--- config.mk ---
export PLATFORM = sky130hd
export DESIGN_NAME = ddr_rng_unpack
export DESIGN_NICKNAME = d
export VERILOG_FILES = /design/src/rtl/ddr_rng_unpack.sv
export SDC_FILE = /design/constraint.sdc
export NUM_CORES = 2
export LEC_CHECK = 0
export CAP_MARGIN = 20
export CORE_ASPECT_RATIO = 0.75
export CORE_MARGIN = 5
export CORE_UTILIZATION = 55
export DETAILED_ROUTE_END_ITERATION = 16
export DONT_BUFFER_PORTS = 1
export PLACE_DENSITY = 0.7
export SYNTH_ARGS = -nofsm -noshare
export SYNTH_HDL_FRONTEND = slang
export SYNTH_SLANG_ARGS = --single-unit
export TNS_END_PERCENT = 10
--- constraint.sdc ---
create_clock -name clk200_i -period 39.9 [get_ports clk200_i]
set_clock_uncertainty 0.05 [all_clocks]
set_input_delay 1.995 -clock clk200_i [delete_from_list [all_inputs] [get_ports clk200_i]]
set_output_delay 1.995 -clock clk200_i [all_outputs]
set_load 0.005 [all_outputs]
--- src/rtl/ddr_rng_unpack.sv ---
// Unpacks DDR read-back beats into SYM_W-bit random symbols, LSB-first.
// Two-deep beat buffer (active shift register + holding register) with underrun flag.
module ddr_rng_unpack #(
    parameter int DATA_W = 256,
    parameter int SYM_W  = 4
) (
    input  logic              clk200_i,
    input  logic              ddr_rd_rst_i,
    input  logic              enable_i,
    input  logic [DATA_W-1:0] s_axis_tdata,
    input  logic              s_axis_tvalid,
    output logic              s_axis_tready,
    input  logic              rd_en_4,
    output logic [SYM_W-1:0]  sym_o,
    output logic              sym_valid_o,
    output logic              underrun_o,
    output logic [47:0]       beat_count_o
);

    localparam int NSYM  = DATA_W / SYM_W;
    localparam int IDX_W = $clog2(NSYM);
    localparam logic [IDX_W-1:0] LAST = IDX_W'(NSYM - 1);

    typedef enum logic [1:0] {
        EMPTY  = 2'd0,
        ACTIVE = 2'd1,
        FULL   = 2'd2
    } state_t;

    state_t             state_q, state_d;
    logic [IDX_W-1:0]   idx_q, idx_d;
    logic [DATA_W-1:0]  act_q, act_d;
    logic [DATA_W-1:0]  hold_q, hold_d;
    logic [SYM_W-1:0]   sym_q, sym_d;
    logic               sym_valid_q, sym_valid_d;
    logic               underrun_q, underrun_d;
    logic [47:0]        beat_cnt_q, beat_cnt_d;
    logic               accept;

    // Reset is folded in so tready is low for the whole time reset is held.
    assign s_axis_tready = enable_i & ~ddr_rd_rst_i & (state_q != FULL);
    assign accept        = s_axis_tvalid & s_axis_tready;

    always_comb begin
        state_d     = state_q;
        idx_d       = idx_q;
        act_d       = act_q;
        hold_d      = hold_q;
        sym_d       = sym_q;
        sym_valid_d = 1'b0;
        underrun_d  = underrun_q;
        beat_cnt_d  = beat_cnt_q;

        if (!enable_i) begin
            state_d    = EMPTY;
            idx_d      = '0;
            underrun_d = 1'b0;
        end else begin
            if (accept)
                beat_cnt_d = beat_cnt_q + 48'd1;
            if (rd_en_4 && state_q == EMPTY)
                underrun_d = 1'b1;

            case (state_q)
                EMPTY: begin
                    if (accept) begin
                        act_d   = s_axis_tdata;
                        state_d = ACTIVE;
                    end
                end
                ACTIVE: begin
                    if (rd_en_4) begin
                        sym_d       = act_q[SYM_W-1:0];
                        sym_valid_d = 1'b1;
                        if (idx_q == LAST) begin
                            idx_d = '0;
                            // Same-cycle refill bypasses the holding register.
                            if (accept)
                                act_d = s_axis_tdata;
                            else
                                state_d = EMPTY;
                        end else begin
                            idx_d = idx_q + IDX_W'(1);
                            act_d = act_q >> SYM_W;
                            if (accept) begin
                                hold_d  = s_axis_tdata;
                                state_d = FULL;
                            end
                        end
                    end else if (accept) begin
                        hold_d  = s_axis_tdata;
                        state_d = FULL;
                    end
                end
                FULL: begin
                    if (rd_en_4) begin
                        sym_d       = act_q[SYM_W-1:0];
                        sym_valid_d = 1'b1;
                        if (idx_q == LAST) begin
                            idx_d   = '0;
                            act_d   = hold_q;
                            state_d = ACTIVE;
                        end else begin
                            idx_d = idx_q + IDX_W'(1);
                            act_d = act_q >> SYM_W;
                        end
                    end
                end
                default: state_d = EMPTY;
            endcase
        end
    end

    always_ff @(posedge clk200_i or posedge ddr_rd_rst_i) begin
        if (ddr_rd_rst_i) begin
            state_q     <= EMPTY;
            idx_q       <= '0;
            act_q       <= '0;
            hold_q      <= '0;
            sym_q       <= '0;
            sym_valid_q <= 1'b0;
            underrun_q  <= 1'b0;
            beat_cnt_q  <= '0;
        end else begin
            state_q     <= state_d;
            idx_q       <= idx_d;
            act_q       <= act_d;
            hold_q      <= hold_d;
            sym_q       <= sym_d;
            sym_valid_q <= sym_valid_d;
            underrun_q  <= underrun_d;
            beat_cnt_q  <= beat_cnt_d;
        end
    end

    assign sym_o        = sym_q;
    assign sym_valid_o  = sym_valid_q;
    assign underrun_o   = underrun_q;
    assign beat_count_o = beat_cnt_q;

endmodule

==> impl_metrics.json <==
{
  "grt_overflow_total": 0,
  "drv_cap": 0,
  "dr.pass1.iters": 5,
  "post_cts_buffers": 0,
  "hold_slack_ns": 0.417,
  "synth_cell_types": 46,
  "cts_resized": 0,
  "rsz0062_at_grt": "false",
  "avgSynthCellArea_um2": 10.7,
  "synth_warnings": 0,
  "worstPathRequired_ns": 40.32,
  "max-slew-margin-rel_pct": 21.2,
  "p_leak_nw": 14.4,
  "min_to": "act_q[136]$_DFFE_PP0P_",
  "hold_viol_final": 0,
  "final.period_utilization_pct": 11.6,
  "cpMaxStageDelayCell": "buf_4",
  "insertion_delay_ns": 0.60,
  "die_w_um": 266,
  "final_common_cell": "dfrtp_1",
  "startpoint": "enable_i",
  "final.setup.tns_ns": 0,
  "ys.flop_type": "dfrtp_1",
  "synth_edf_count": 0,
  "syn2layout_area_growth_pct": 7.06,
  "antenna_found_initial": 1,
  "clock_sinks": 574,
  "vdd_drop_max_v": 0.0000438,
  "multi_input_area_um2": 11600,
  "worstSetupStartpointType": "primary input",
  "nets": 2657,
  "synth_seq_area_share_pct": 53.1,
  "drt-initial-drc-count": 1560,
  "gp_congestion": 0.829,
  "r2r_slack_ns": 35.74,
  "post-place-cells": 2978,
  "ioPinCount": 316,
  "drive_gt1_share_pct": 16.0,
  "p_per_area_nw_per_um2": 65.7,
  "syn_area_um2": 27000,
  "die_area_um2": 53800,
  "clock_path_buffers": 3,
  "port_buffers": 0,
  "r2r-end": "hold_q[36]$_DFFE_PP0P_",
  "hold_depth": 2,
  "worst_path_largest_cell_delay_ns": 0.75,
  "viasPerCell": 6.39,
  "min_from": "act_q[136]$_DFFE_PP0P_",
  "synth_cells": 2536,
  "final_cells": 3081,
  "ys_async_sr_fraction_pct": 100,
  "fmax_mhz": 216,
  "drt-total-wl_mm": 69.2,
  "report.final.setup_viol": 0,
  "fillers": 4084,
  "dieHeight_um": 202,
  "crit_path_max_fanout": 174,
  "critPathBufInv": 2,
  "r2r_start": "state_q[0]$_DFFE_PP0P_",
  "coreArea_um2": 48700,
  "pre_cts_slack_ns": 34.44,
  "worstRegToRegCells": 7,
  "wl_per_cell_um": 22.5,
  "path_class": "in -> reg",
  "cpLargestDelayFamily": "buffers and inverters",
  "antenna_cells": 0,
  "grt_usage_pct": 25.1,
  "period_needed_ns": 4.63,
  "clkTransAtPathRegs_ns": 0.06,
  "grt_max_degree": 179,
  "worst_pin_slew_ns": 1.18,
  "synth_fp_nets": 2803,
  "status": "finished, final reports clean",
  "arrival_ns": 5.05,
  "grt_pass1_wl_mm": 112,
  "num_rows": 70,
  "cts_hold_buf": 0,
  "maxSlewViolCount": 0,
  "fin_ws_ns": 35.27,
  "dp_hpwl_mm": 39.5,
  "start_util_pct": 55.5,
  "path_cells": "and4bb_2 > nand3_4 > buf_12 > buf_4 > mux2_2",
  "hold_path.class": "reg -> reg",
  "cts_made_buffers": 55,
  "grt_pass1_vias": 20000,
  "vias": 19700,
  "regArea_um2": 14400,
  "ant_nets": 0,
  "post-route-drc-count": 0,
  "htreeDepth": 2,
  "ys_ff_latch": 574,
  "cp-end-kind": "flop",
  "cts_root_buffer": "clkbuf_16",
  "mostFrequentLayoutCells": "574 x dfrtp_1, 513 x and3_1, 283 x nand2_1",
  "cts_tree": "yes"
}
final cells by class:
cell class | instances | area share [%]
flip-flops and latches | 574 | 49.6
multi-input cells | 1725 | 40.2
clock buffers | 86 | 5.71
well taps | 648 | 2.80
repair buffers | 27 | 1.01
clock inverters | 14 | 0.553
inverters | 7 | 0.117
per-layer routing:
layer	wire length [um]	GRT usage, %
met1	30100	36.0
met2	32000	38.6
met3	5410	6.33
met4	1710	6.73
met5	0	0
logic make-up after synthesis:
kind of cell / Yosys count / share of synthesized area (%)
AO/OA/AOI/OAI: 527 / 12.2
XOR/XNOR: 49 / 1.59
adder cells (fa/ha/maj): 6 / 0.278
buffers and inverters: 237 / 4.05
flip-flops: 574 / 53.1
multiplexers: 262 / 10.9
AND/OR/NAND/NOR: 881 / 17.8
report_power, final:
group	switching, W	internal [W]
sequential	0.000117	0.000843
clock	0.000226	0.000303
combinational	0.000232	0.000184
total	0.000574	0.00133
cell usage after synthesis, types with 3 or more instances:
library cell	count	area (um^2)
dfrtp_1	574	14400
and3_1	513	3210
nand2_1	284	1070
mux2_2	260	2930
a211oi_1	252	1890
o21ai_0	234	1170
clkbuf_1	134	503
buf_2	62	310
xnor2_1	42	368
buf_4	30	225
o21ai_1	25	125
nand3_1	22	110
nand4_1	16	100
nor2_1	10	37.5
and2_1	9	56.3
inv_1	7	26.3
xor2_1	7	61.3
ha_1	6	75.1
and4_1	5	43.8
a32oi_1	4	35.0
nor3_1	4	20.0
a21oi_1	3	15.0
nand3b_1	3	22.5
per-stage QoR:
stage               utilization (%)  instance area [um^2]  power, W
floorplan                         -                 27000   0.00127
global placement               55.6                 27100   0.00135
detailed placement             55.6                 27100   0.00138
CTS                            59.3                 28900   0.00191
global route                   59.5                 29000   0.00203
finish                         59.5                 29000   0.00190
state kept, by name (all words and copies together), names as in the netlist:
| signal | cells |
|---|---|
| act_q | 256 |
| hold_q | 256 |
| beat_count_o | 48 |
| idx_q | 6 |
| sym_o | 4 |
| state_q | 2 |
| sym_valid_o | 1 |
| underrun_o | 1 |
worst max-delay path by stage:
stage,to,slack [ns],cells past startpoint
final,hold_q[36]$_DFFE_PP0P_,35.27,5
after CTS,act_q[153]$_DFFE_PP0P_,35.10,4
after global placement,hold_q[58]$_DFFE_PP0P_,34.51,4
after global routing,act_q[161]$_DFFE_PP0P_,35.14,7
after floorplan,act_q[0]$_DFFE_PP0P_,21.80,1
after detailed placement,act_q[62]$_DFFE_PP0P_,34.44,4
worst reg2reg max path, stage by stage (launching register included):
cell,delay [ns]
dfrtp_1,0.41
inv_1,0.12
ha_1,0.33
and4bb_2,0.41
nand3_4,0.45
buf_12,0.72
buf_4,1.08
mux2_2,0.47
Power figures use the tool's default switching activity.
